$ cat src/rtl/mig_app_arbiter.sv
// Arbitrates one write client and two read clients onto a Xilinx MIG user (app) interface.
// Read returns are routed back to the issuing client through an in-order tag FIFO.
module mig_app_arbiter #(
    parameter int ADDR_W    = 29,
    parameter int DATA_W    = 256,
    parameter int MASK_W    = 32,
    parameter int TAG_DEPTH = 8
) (
    input  logic              ui_clk,
    input  logic              sys_rst,
    input  logic              init_calib_complete,
    input  logic              wr_valid,
    input  logic [ADDR_W-1:0] wr_addr,
    input  logic [DATA_W-1:0] wr_data,
    output logic              wr_ready,
    input  logic              rd0_valid,
    input  logic [ADDR_W-1:0] rd0_addr,
    output logic              rd0_ready,
    output logic [DATA_W-1:0] rd0_data,
    output logic              rd0_data_valid,
    input  logic              rd1_valid,
    input  logic [ADDR_W-1:0] rd1_addr,
    output logic              rd1_ready,
    output logic [DATA_W-1:0] rd1_data,
    output logic              rd1_data_valid,
    output logic [ADDR_W-1:0] app_addr,
    output logic [2:0]        app_cmd,
    output logic              app_en,
    output logic [DATA_W-1:0] app_wdf_data,
    output logic              app_wdf_wren,
    output logic              app_wdf_end,
    output logic [MASK_W-1:0] app_wdf_mask,
    input  logic              app_rdy,
    input  logic              app_wdf_rdy,
    input  logic [DATA_W-1:0] app_rd_data,
    input  logic              app_rd_data_valid,
    output logic              busy,
    output logic              err_orphan
);
    localparam int PTR_W = (TAG_DEPTH > 1) ? $clog2(TAG_DEPTH) : 1;
    localparam int CNT_W = $clog2(TAG_DEPTH + 1);
    localparam logic [2:0] CMD_WR = 3'b000;
    localparam logic [2:0] CMD_RD = 3'b001;

    typedef enum logic [1:0] {ST_INIT, ST_IDLE, ST_WR, ST_RD} state_t;

    state_t              state_q, state_d;
    logic [1:0]          rr_q, rr_d;
    logic [ADDR_W-1:0]   addr_q, addr_d;
    logic [2:0]          cmd_q, cmd_d;
    logic                en_q, en_d;
    logic [DATA_W-1:0]   wdata_q, wdata_d;
    logic                wren_q, wren_d;
    logic                cur_id_q, cur_id_d;
    logic                busy_q, busy_d;
    logic                err_q, err_d;
    logic [TAG_DEPTH-1:0] tag_q, tag_d;
    logic [PTR_W-1:0]    wptr_q, wptr_d, rptr_q, rptr_d;
    logic [CNT_W-1:0]    cnt_q, cnt_d;
    logic [DATA_W-1:0]   rd0_data_q, rd0_data_d, rd1_data_q, rd1_data_d;
    logic                rd0_vld_q, rd0_vld_d, rd1_vld_q, rd1_vld_d;
    logic [2:0]          elig_s, gnt_s;
    logic                push_s, pop_s, pop_id_s;

    // Round-robin pick: ptr names the client (0=W, 1=R0, 2=R1) that has first claim.
    function automatic logic [2:0] rr_pick(input logic [2:0] elig, input logic [1:0] ptr);
        logic [2:0] rot;
        logic [2:0] g;
        case (ptr)
            2'd1:    rot = {elig[0], elig[2], elig[1]};
            2'd2:    rot = {elig[1], elig[0], elig[2]};
            default: rot = elig;
        endcase
        g = rot[0] ? 3'b001 : (rot[1] ? 3'b010 : (rot[2] ? 3'b100 : 3'b000));
        case (ptr)
            2'd1:    return {g[1], g[0], g[2]};
            2'd2:    return {g[0], g[2], g[1]};
            default: return g;
        endcase
    endfunction

    // Arbitration, command FSM, tag FIFO and read-return next-state logic.
    always_comb begin
        state_d  = state_q;
        rr_d     = rr_q;
        addr_d   = addr_q;
        cmd_d    = cmd_q;
        en_d     = en_q;
        wdata_d  = wdata_q;
        wren_d   = wren_q;
        cur_id_d = cur_id_q;
        push_s   = 1'b0;

        elig_s[0] = wr_valid;
        elig_s[1] = rd0_valid && (cnt_q < CNT_W'(TAG_DEPTH));
        elig_s[2] = rd1_valid && (cnt_q < CNT_W'(TAG_DEPTH));
        if (state_q == ST_IDLE && init_calib_complete) begin
            gnt_s = rr_pick(elig_s, rr_q);
        end else begin
            gnt_s = 3'b000;
        end

        case (state_q)
            ST_INIT: begin
                state_d = init_calib_complete ? ST_IDLE : ST_INIT;
            end
            ST_IDLE: begin
                if (!init_calib_complete) begin
                    state_d = ST_INIT;
                end else if (gnt_s[0]) begin
                    state_d = ST_WR;
                    cmd_d   = CMD_WR;
                    addr_d  = wr_addr;
                    wdata_d = wr_data;
                    en_d    = 1'b1;
                    wren_d  = 1'b1;
                    rr_d    = 2'd1;
                end else if (gnt_s[1] || gnt_s[2]) begin
                    state_d  = ST_RD;
                    cmd_d    = CMD_RD;
                    addr_d   = gnt_s[1] ? rd0_addr : rd1_addr;
                    cur_id_d = gnt_s[2];
                    en_d     = 1'b1;
                    rr_d     = gnt_s[1] ? 2'd2 : 2'd0;
                end else begin
                    state_d = ST_IDLE;
                end
            end
            ST_WR: begin
                // Command and data acceptance are independent; leave once both have happened.
                en_d   = en_q && !app_rdy;
                wren_d = wren_q && !app_wdf_rdy;
                if (!en_d && !wren_d) begin
                    state_d = init_calib_complete ? ST_IDLE : ST_INIT;
                end else begin
                    state_d = ST_WR;
                end
            end
            ST_RD: begin
                if (en_q && app_rdy) begin
                    en_d    = 1'b0;
                    push_s  = 1'b1;
                    state_d = init_calib_complete ? ST_IDLE : ST_INIT;
                end else begin
                    state_d = ST_RD;
                end
            end
            default: begin
                state_d = ST_INIT;
            end
        endcase
        busy_d = (state_d != ST_IDLE);

        pop_s    = app_rd_data_valid && (cnt_q != CNT_W'(0));
        pop_id_s = tag_q[rptr_q];
        err_d    = err_q || (app_rd_data_valid && (cnt_q == CNT_W'(0)));
        tag_d    = tag_q;
        wptr_d   = wptr_q;
        rptr_d   = rptr_q;
        if (push_s) begin
            tag_d[wptr_q] = cur_id_q;
            wptr_d        = wptr_q + PTR_W'(1);
        end else begin
            wptr_d = wptr_q;
        end
        if (pop_s) begin
            rptr_d = rptr_q + PTR_W'(1);
        end else begin
            rptr_d = rptr_q;
        end
        case ({push_s, pop_s})
            2'b10:   cnt_d = cnt_q + CNT_W'(1);
            2'b01:   cnt_d = cnt_q - CNT_W'(1);
            default: cnt_d = cnt_q;
        endcase

        rd0_vld_d  = pop_s && !pop_id_s;
        rd1_vld_d  = pop_s && pop_id_s;
        rd0_data_d = rd0_vld_d ? app_rd_data : rd0_data_q;
        rd1_data_d = rd1_vld_d ? app_rd_data : rd1_data_q;
    end

    // State and datapath registers; reset abandons any command and drops all tags.
    always_ff @(posedge ui_clk or negedge sys_rst) begin
        if (!sys_rst) begin
            state_q    <= ST_INIT;
            rr_q       <= 2'd0;
            addr_q     <= '0;
            cmd_q      <= CMD_WR;
            en_q       <= 1'b0;
            wdata_q    <= '0;
            wren_q     <= 1'b0;
            cur_id_q   <= 1'b0;
            busy_q     <= 1'b0;
            err_q      <= 1'b0;
            tag_q      <= '0;
            wptr_q     <= '0;
            rptr_q     <= '0;
            cnt_q      <= '0;
            rd0_data_q <= '0;
            rd1_data_q <= '0;
            rd0_vld_q  <= 1'b0;
            rd1_vld_q  <= 1'b0;
        end else begin
            state_q    <= state_d;
            rr_q       <= rr_d;
            addr_q     <= addr_d;
            cmd_q      <= cmd_d;
            en_q       <= en_d;
            wdata_q    <= wdata_d;
            wren_q     <= wren_d;
            cur_id_q   <= cur_id_d;
            busy_q     <= busy_d;
            err_q      <= err_d;
            tag_q      <= tag_d;
            wptr_q     <= wptr_d;
            rptr_q     <= rptr_d;
            cnt_q      <= cnt_d;
            rd0_data_q <= rd0_data_d;
            rd1_data_q <= rd1_data_d;
            rd0_vld_q  <= rd0_vld_d;
            rd1_vld_q  <= rd1_vld_d;
        end
    end

    assign wr_ready       = gnt_s[0];
    assign rd0_ready      = gnt_s[1];
    assign rd1_ready      = gnt_s[2];
    assign app_addr       = addr_q;
    assign app_cmd        = cmd_q;
    assign app_en         = en_q;
    assign app_wdf_data   = wdata_q;
    assign app_wdf_wren   = wren_q;
    assign app_wdf_end    = wren_q;
    assign app_wdf_mask   = {MASK_W{1'b0}};
    assign rd0_data       = rd0_data_q;
    assign rd0_data_valid = rd0_vld_q;
    assign rd1_data       = rd1_data_q;
    assign rd1_data_valid = rd1_vld_q;
    assign busy           = busy_q;
    assign err_orphan     = err_q;
endmodule

$ cat config.mk
export PLATFORM = sky130hd
export DESIGN_NAME = mig_app_arbiter
export DESIGN_NICKNAME = d
export VERILOG_FILES = /design/src/rtl/mig_app_arbiter.sv
export SDC_FILE = /design/constraint.sdc
export NUM_CORES = 1
export LEC_CHECK = 0
export ABC_AREA = 0
export BUFFER_PORTS_ARGS = -buffer_cell sky130_fd_sc_hd__buf_2
export CORE_AREA = 2 2 558 560
export DETAILED_ROUTE_END_ITERATION = 10
export DIE_AREA = 0 0 560 562
export MAX_ROUTING_LAYER = met4
export SYNTH_ARGS = -nofsm -noshare
export SYNTH_HDL_FRONTEND = slang
export SYNTH_SLANG_ARGS = --single-unit
export TNS_END_PERCENT = 20
$ cat constraint.sdc
create_clock -name ui_clk -period 4.25 [get_ports ui_clk]
set_input_delay 0 -clock ui_clk [delete_from_list [all_inputs] [get_ports ui_clk]]
set_output_delay 0 -clock ui_clk [all_outputs]
set_load 0.01 [all_outputs]
==> results.py, run 1 <==
metrics = {
    "status": {
        "outcome": "stopped before the end",
        "flow.stopped_at": "detailed routing (5_2_route)",
        "tool.error": "[ERROR DRT-0255] Maze Route cannot find path of net rd1_data[139] in worker of routeBox ( 531300 0 ) ( 560000 48300 ).",
    },
    "die": {
        "initial_utilization_pct": 10.31,
        "io_pins": 1450,
        "dieHeight_um": 562,
        "fp-row-count": 204,
        "fp.dieW_um": 560,
    },
    "logic_synthesis": {
        "synth_top_area_cell": "sky130_fd_sc_hd__dfrtp_1",
        "cell_types_with_the_largest_area_share_after_synthesis": "sky130_fd_sc_hd__dfrtp_1 (65%), sky130_fd_sc_hd__mux2_2 (11%), sky130_fd_sc_hd__nand2_1 (9.2%), sky130_fd_sc_hd__mux2_1 (7.8%), sky130_fd_sc_hd__mux2i_1 (0.94%)",
        "synth-async-reset-ratio_pct": 100.0,
        "ys_seq_elements": 827,
        "ys_dominant_reg_cell": "sky130_fd_sc_hd__dfrtp_1",
        "synth_cells": 2476,
        "post_synth_instance_area_um2": 31790,
        "synth.most_common_cell": "sky130_fd_sc_hd__dfrtp_1",
        "yosys_warnings": 0,
        "yosysTopAreaCellShare_pct": 65.11,
        "ys_types": 47,
        "synth.top_cells.by_count": "sky130_fd_sc_hd__dfrtp_1 (827), sky130_fd_sc_hd__nand2_1 (783), sky130_fd_sc_hd__mux2_2 (300)",
        "synth_area_per_cell_um2": 12.84,
        "ys_seq_area_share_pct": 65.11,
        "edff_count_synth": 0,
    },
    "global_routing": {
        "grt_overflow_total": 0,
        "grt_pass1_vias": 31814,
        "wire_length_of_the_first_global_routing_pass_um": 305700,
        "grt_start_max_net_pins": 104,
        "global_route.usage.total_pct": 14.99,
        "initial_antenna_violation_count": 210,
    },
    "place": {
        "place_congestion": 0.9338,
        "io_buffers": 1415,
        "dpl.hpwl_um": 194800,
        "dpl.cell_count": 7942,
    },
    "clock_network": {
        "numCtsBuffers": 100,
        "clock_net_sink_count": 827,
        "cts_buffer_depth": 4,
        "cts-htree-levels": 3,
        "clock-root-buffer": "sky130_fd_sc_hd__clkbuf_16",
        "postCtsSetupBuffers": 0,
    },
}
==> through the flow <==
stage / util [%] / instance area [um2] / setup WS [ns]
after floorplan: - / 31910 / 2.039
after global placement: 14.19 / 43770 / 1.070
after detailed placement: 14.19 / 43770 / 1.038
after CTS: 18.71 / 57680 / 0.6352
after global routing: 18.78 / 57900 / 0.4246
==> cell families after synthesis <==
| family | synth area share [%] |
|---|---|
| AO/OA/AOI/OAI | 1.586 |
| XOR/XNOR | 0.2204 |
| adder cells (fa/ha/maj) | 0.3385 |
| buffers and inverters | 3.291 |
| flip-flops | 65.11 |
| multiplexers | 19.51 |
| other | 0.01180 |
| AND/OR/NAND/NOR | 9.939 |
==> per-layer routing <==
metal  GRT usage, %
met1          14.67
met2          22.78
met3          10.05
met4          7.030
met5              -
==> repair_timing <==
action	CTS	global route
hold buffers	1058	0
resized for setup	0	0
endpoints found under the hold margin	1464	0
==> run 2: changes to the inputs <==
--- a/config.mk
+++ b/config.mk
@@ -7,10 +7,10 @@
 export LEC_CHECK = 0
 export ABC_AREA = 0
 export BUFFER_PORTS_ARGS = -buffer_cell sky130_fd_sc_hd__buf_2
-export CORE_AREA = 2 2 558 560
+export CORE_AREA = 2 2 560 562
 export DETAILED_ROUTE_END_ITERATION = 10
-export DIE_AREA = 0 0 560 562
-export MAX_ROUTING_LAYER = met4
+export DIE_AREA = 0 0 562 564
+export PLACE_DENSITY_LB_ADDON = 0.15
 export SYNTH_ARGS = -nofsm -noshare
 export SYNTH_HDL_FRONTEND = slang
 export SYNTH_SLANG_ARGS = --single-unit
==> run 2 against run 1 <==
The flow now finishes without violations; synthesized cell count unchanged; global-route usage down 3.2 points; synthesized area unchanged.
==> results.py, run 2 <==
metrics = {
    "worst_setup_path": {
        "worst_ep_required_time_ns": 4.94,
        "crit-reg2reg-launch": "state_q[0]",
        "data_arrival_time_of_the_critical_path_ns": 4.74,
        "slowest_stage": "sky130_fd_sc_hd__nor2_2",
        "worst_setup_path_start_kind": "flip-flop",
        "rrSetupSlack_ns": 0.20,
        "crit_fanout": 15,
        "critPathTopFamily": "buffers and inverters",
        "worstSetupPathType": "flip-flop to flip-flop",
        "cp-end-kind": "flip-flop",
        "timing.critical_path.mode_cell": "sky130_fd_sc_hd__dlygate4sd3_1",
        "cp_slowest_stage_delay_ns": 0.78,
        "r2r-end": "app_addr[13]",
        "ff2ff_path_depth": 10,
        "worstPathCellList": "and3b_1 > nand3_1 > dlygate4sd3_1 > o21a_1 > dlygate4sd3_1 > inv_1 > nor2_2 > buf_12 > a21oi_1 > dlygate4sd3_1",
        "critical_path_buf_inv_count": 5,
    },
    "cells_and_area": {
        "fillCellCount": 34679,
        "seq_area_um2": 20690,
        "final_net_count": 5708,
        "flow.area_growth_from_synthesis_pct": 85.99,
        "layout.cells.most_common_list": "sky130_fd_sc_hd__buf_2 (1414), sky130_fd_sc_hd__dlygate4sd3_1 (1163), sky130_fd_sc_hd__dfrtp_1 (827)",
        "drive_above_1_share_pct": 37.47,
        "fin_cells": 9321,
        "mostFrequentLayoutCell": "sky130_fd_sc_hd__buf_2",
        "multi_input_comb_area_um2": 10180,
        "fin_area_um2": 59120,
    },
    "logic_synthesis": {
        "synth_area_per_cell_um2": 12.84,
        "synth.top_cells.by_count": "sky130_fd_sc_hd__dfrtp_1 (827), sky130_fd_sc_hd__nand2_1 (783), sky130_fd_sc_hd__mux2_2 (300)",
        "synth-async-reset-ratio_pct": 100.0,
        "ys_seq_elements": 827,
        "yosys_warnings": 0,
        "cell_types_with_the_largest_area_share_after_synthesis": "sky130_fd_sc_hd__dfrtp_1 (65%), sky130_fd_sc_hd__mux2_2 (11%), sky130_fd_sc_hd__nand2_1 (9.2%), sky130_fd_sc_hd__mux2_1 (7.8%), sky130_fd_sc_hd__mux2i_1 (0.94%)",
        "ys_types": 47,
        "synth_top_area_cell": "sky130_fd_sc_hd__dfrtp_1",
        "ys_seq_area_share_pct": 65.11,
        "ys_dominant_reg_cell": "sky130_fd_sc_hd__dfrtp_1",
        "synth.most_common_cell": "sky130_fd_sc_hd__dfrtp_1",
        "synth_cells": 2476,
        "edff_count_synth": 0,
        "post_synth_instance_area_um2": 31790,
        "yosysTopAreaCellShare_pct": 65.11,
    },
    "die": {
        "fp.dieW_um": 562,
        "fp-row-count": 205,
        "io_pins": 1450,
        "dieHeight_um": 564,
        "initial_utilization_pct": 10.22,
        "core_um2": 310900,
        "die_area_um2": 317000,
    },
    "route": {
        "initialDrtViolationCount": 979,
        "final_antenna_net_count": 0,
        "post-route-drc-count": 0,
        "avgViaCountPerCell": 3.169,
        "vias": 29541,
        "dr.pass1.iters": 4,
        "routed_wire_length_per_instance_um": 20.92,
        "routed_wl_um": 195000,
    },
    "global_routing": {
        "globalRouteMet1Util_pct": 12.85,
        "wire_length_of_the_first_global_routing_pass_um": 264300,
        "globalRoute.busiestLayer": "met2",
        "use_met2_pct": 21.06,
        "global_route.usage.total_pct": 11.83,
        "grt_util_met3_pct": 4.879,
        "grt_overflow_total": 0,
        "initial_antenna_violation_count": 32,
        "grt_start_max_net_pins": 126,
        "grt_pass1_vias": 31925,
    },
    "sta": {
        "tns_ns": 0,
        "final_max_slew_viol_count": 0,
        "rsz0062_at_grt": "false",
        "timing.final.crit_share_pct": 95.36,
        "slew_headroom_pct": 31.61,
        "fin_worst_skew_ns": 0.03105,
        "post-route-min-period_ns": 4.053,
        "max_slew.worst_pin.slew_ns": 1.025,
        "timing.fmax_ghz": 0.2467,
        "setup_violations": 0,
        "hold_violations": 0,
    },
    "pwr": {
        "power.clock.fraction_pct": 26.8,
        "p_sw_share_pct": 38.08,
        "ir_worst_vdd_v": 0.0002908,
        "intPower_uw": 22220,
        "power_density_nw_per_um2": 606.8,
        "power.total_uw": 35880,
        "comb_power_share_pct": 37.3,
        "fraction_of_power_consumed_by_sequential_logic_pct": 35.9,
        "total_switching_power_uw": 13660,
        "power.static_leakage_uw": 0.02818,
    },
    "worst_hold_path": {
        "hold_path_startpoint": "wr_data[252]",
        "worstHoldEndpoint": "app_wdf_data[252]",
        "min_path_type": "primary input to flip-flop",
        "timing.hold.worst_path_depth": 4,
    },
    "place": {
        "place_congestion": 0.8295,
        "dpl.cell_count": 7950,
        "dpl_cell_area_um2": 43800,
        "io_buffers": 1415,
        "dpl.hpwl_um": 153900,
    },
    "clock_network": {
        "numCtsBuffers": 116,
        "clock_net_sink_count": 827,
        "clock-root-buffer": "sky130_fd_sc_hd__clkbuf_16",
        "cts_buffer_depth": 4,
        "cts-htree-levels": 3,
        "ctsResizeCount": 0,
        "postCtsSetupBuffers": 0,
        "cts-hold-fix-buffers": 1164,
        "cts_tree": "yes",
        "cts.clk_slew.worst_paths_ns": 0.06,
        "clk-insertion-delay-late_ns": 0.84,
    },
    "job": {
        "max_cap_violation_count": 0,
    },
    "status": {
        "outcome": "finished clean",
    },
}
==> run 2: cell counts after synthesis <==
Identical to the previous run, type by type.
==> run 2: tightest hold or removal path: stages <==
cell                            delay [ns]
sky130_fd_sc_hd__dlygate4sd3_1        0.57
sky130_fd_sc_hd__buf_2                0.14
sky130_fd_sc_hd__nand2_1              0.07
sky130_fd_sc_hd__nand2_1              0.06
==> run 2: kinds of logic (layout without fill, tap and decap cells) <==
kind of cell	after synthesis	in the layout	share of synthesized area, %
flip-flops	827	827	65.11
adder cells (fa/ha/maj)	8	8	0.3385
other	1	45	0.01180
AO/OA/AOI/OAI	83	83	1.586
AND/OR/NAND/NOR	820	820	9.939
XOR/XNOR	8	8	0.2204
buffers and inverters	177	2838	3.291
multiplexers	552	552	19.51
==> run 2: layout make-up <==
type                    instances  area share (%)
inverters                      12         0.08889
multi-input cells            1505           17.22
clock buffers                 173           5.678
flip-flops and latches        827           35.00
well taps                    4140           8.762
repair buffers               2630           32.74
clock inverters                23          0.4571
diodes                         11         0.04656
==> run 2: worst max path at each step <==
| stage | endpoint | cells past startpoint | start | slack, ns |
|---|---|---|---|---|
| after floorplan | cnt_q[3] | 10 | cnt_q[0] | 2.04 |
| after global placement | app_addr[18] | 9 | rr_q[0] | 1.15 |
| after detailed placement | app_addr[3] | 9 | rr_q[0] | 1.18 |
| after CTS | app_addr[3] | 10 | state_q[0] | 0.15 |
| after global routing | app_addr[8] | 10 | state_q[0] | 0.006 |
| final | app_addr[13] | 10 | state_q[0] | 0.20 |
==> run 2: stage by stage <==
step,worst slack [ns],hold WS [ns],util (%)
2_1_floorplan,2.039,-0.2956,-
3_3_place_gp,1.146,0.01766,14.09
3_5_place_dp,1.181,0.01473,14.09
4_1_cts,0.1516,0.0002255,19.01
5_1_grt,0.006414,0.01291,19.02
6_report,0.1970,0.06399,19.02
==> run 2: power groups by stage <==
stage          Clock (uW)  Combinational [uW]  Sequential (uW)
2_1_floorplan           0                3820            14200
3_5_place_dp            0               12600            13000
6_report             9600               13400            12900
5_1_grt             10400               14600            13300
4_1_cts             10000               13900            12900
3_3_place_gp            0               12700            13000
==> run 2: routing by layer <==
metal  up-vias  share of wire [%]
met3       225                9.6
met4         4                2.5
met2      1122                 50
met1     14769                 38
met5         -              0.015
li1      13421                  -
(Power assumes the default switching activity.)
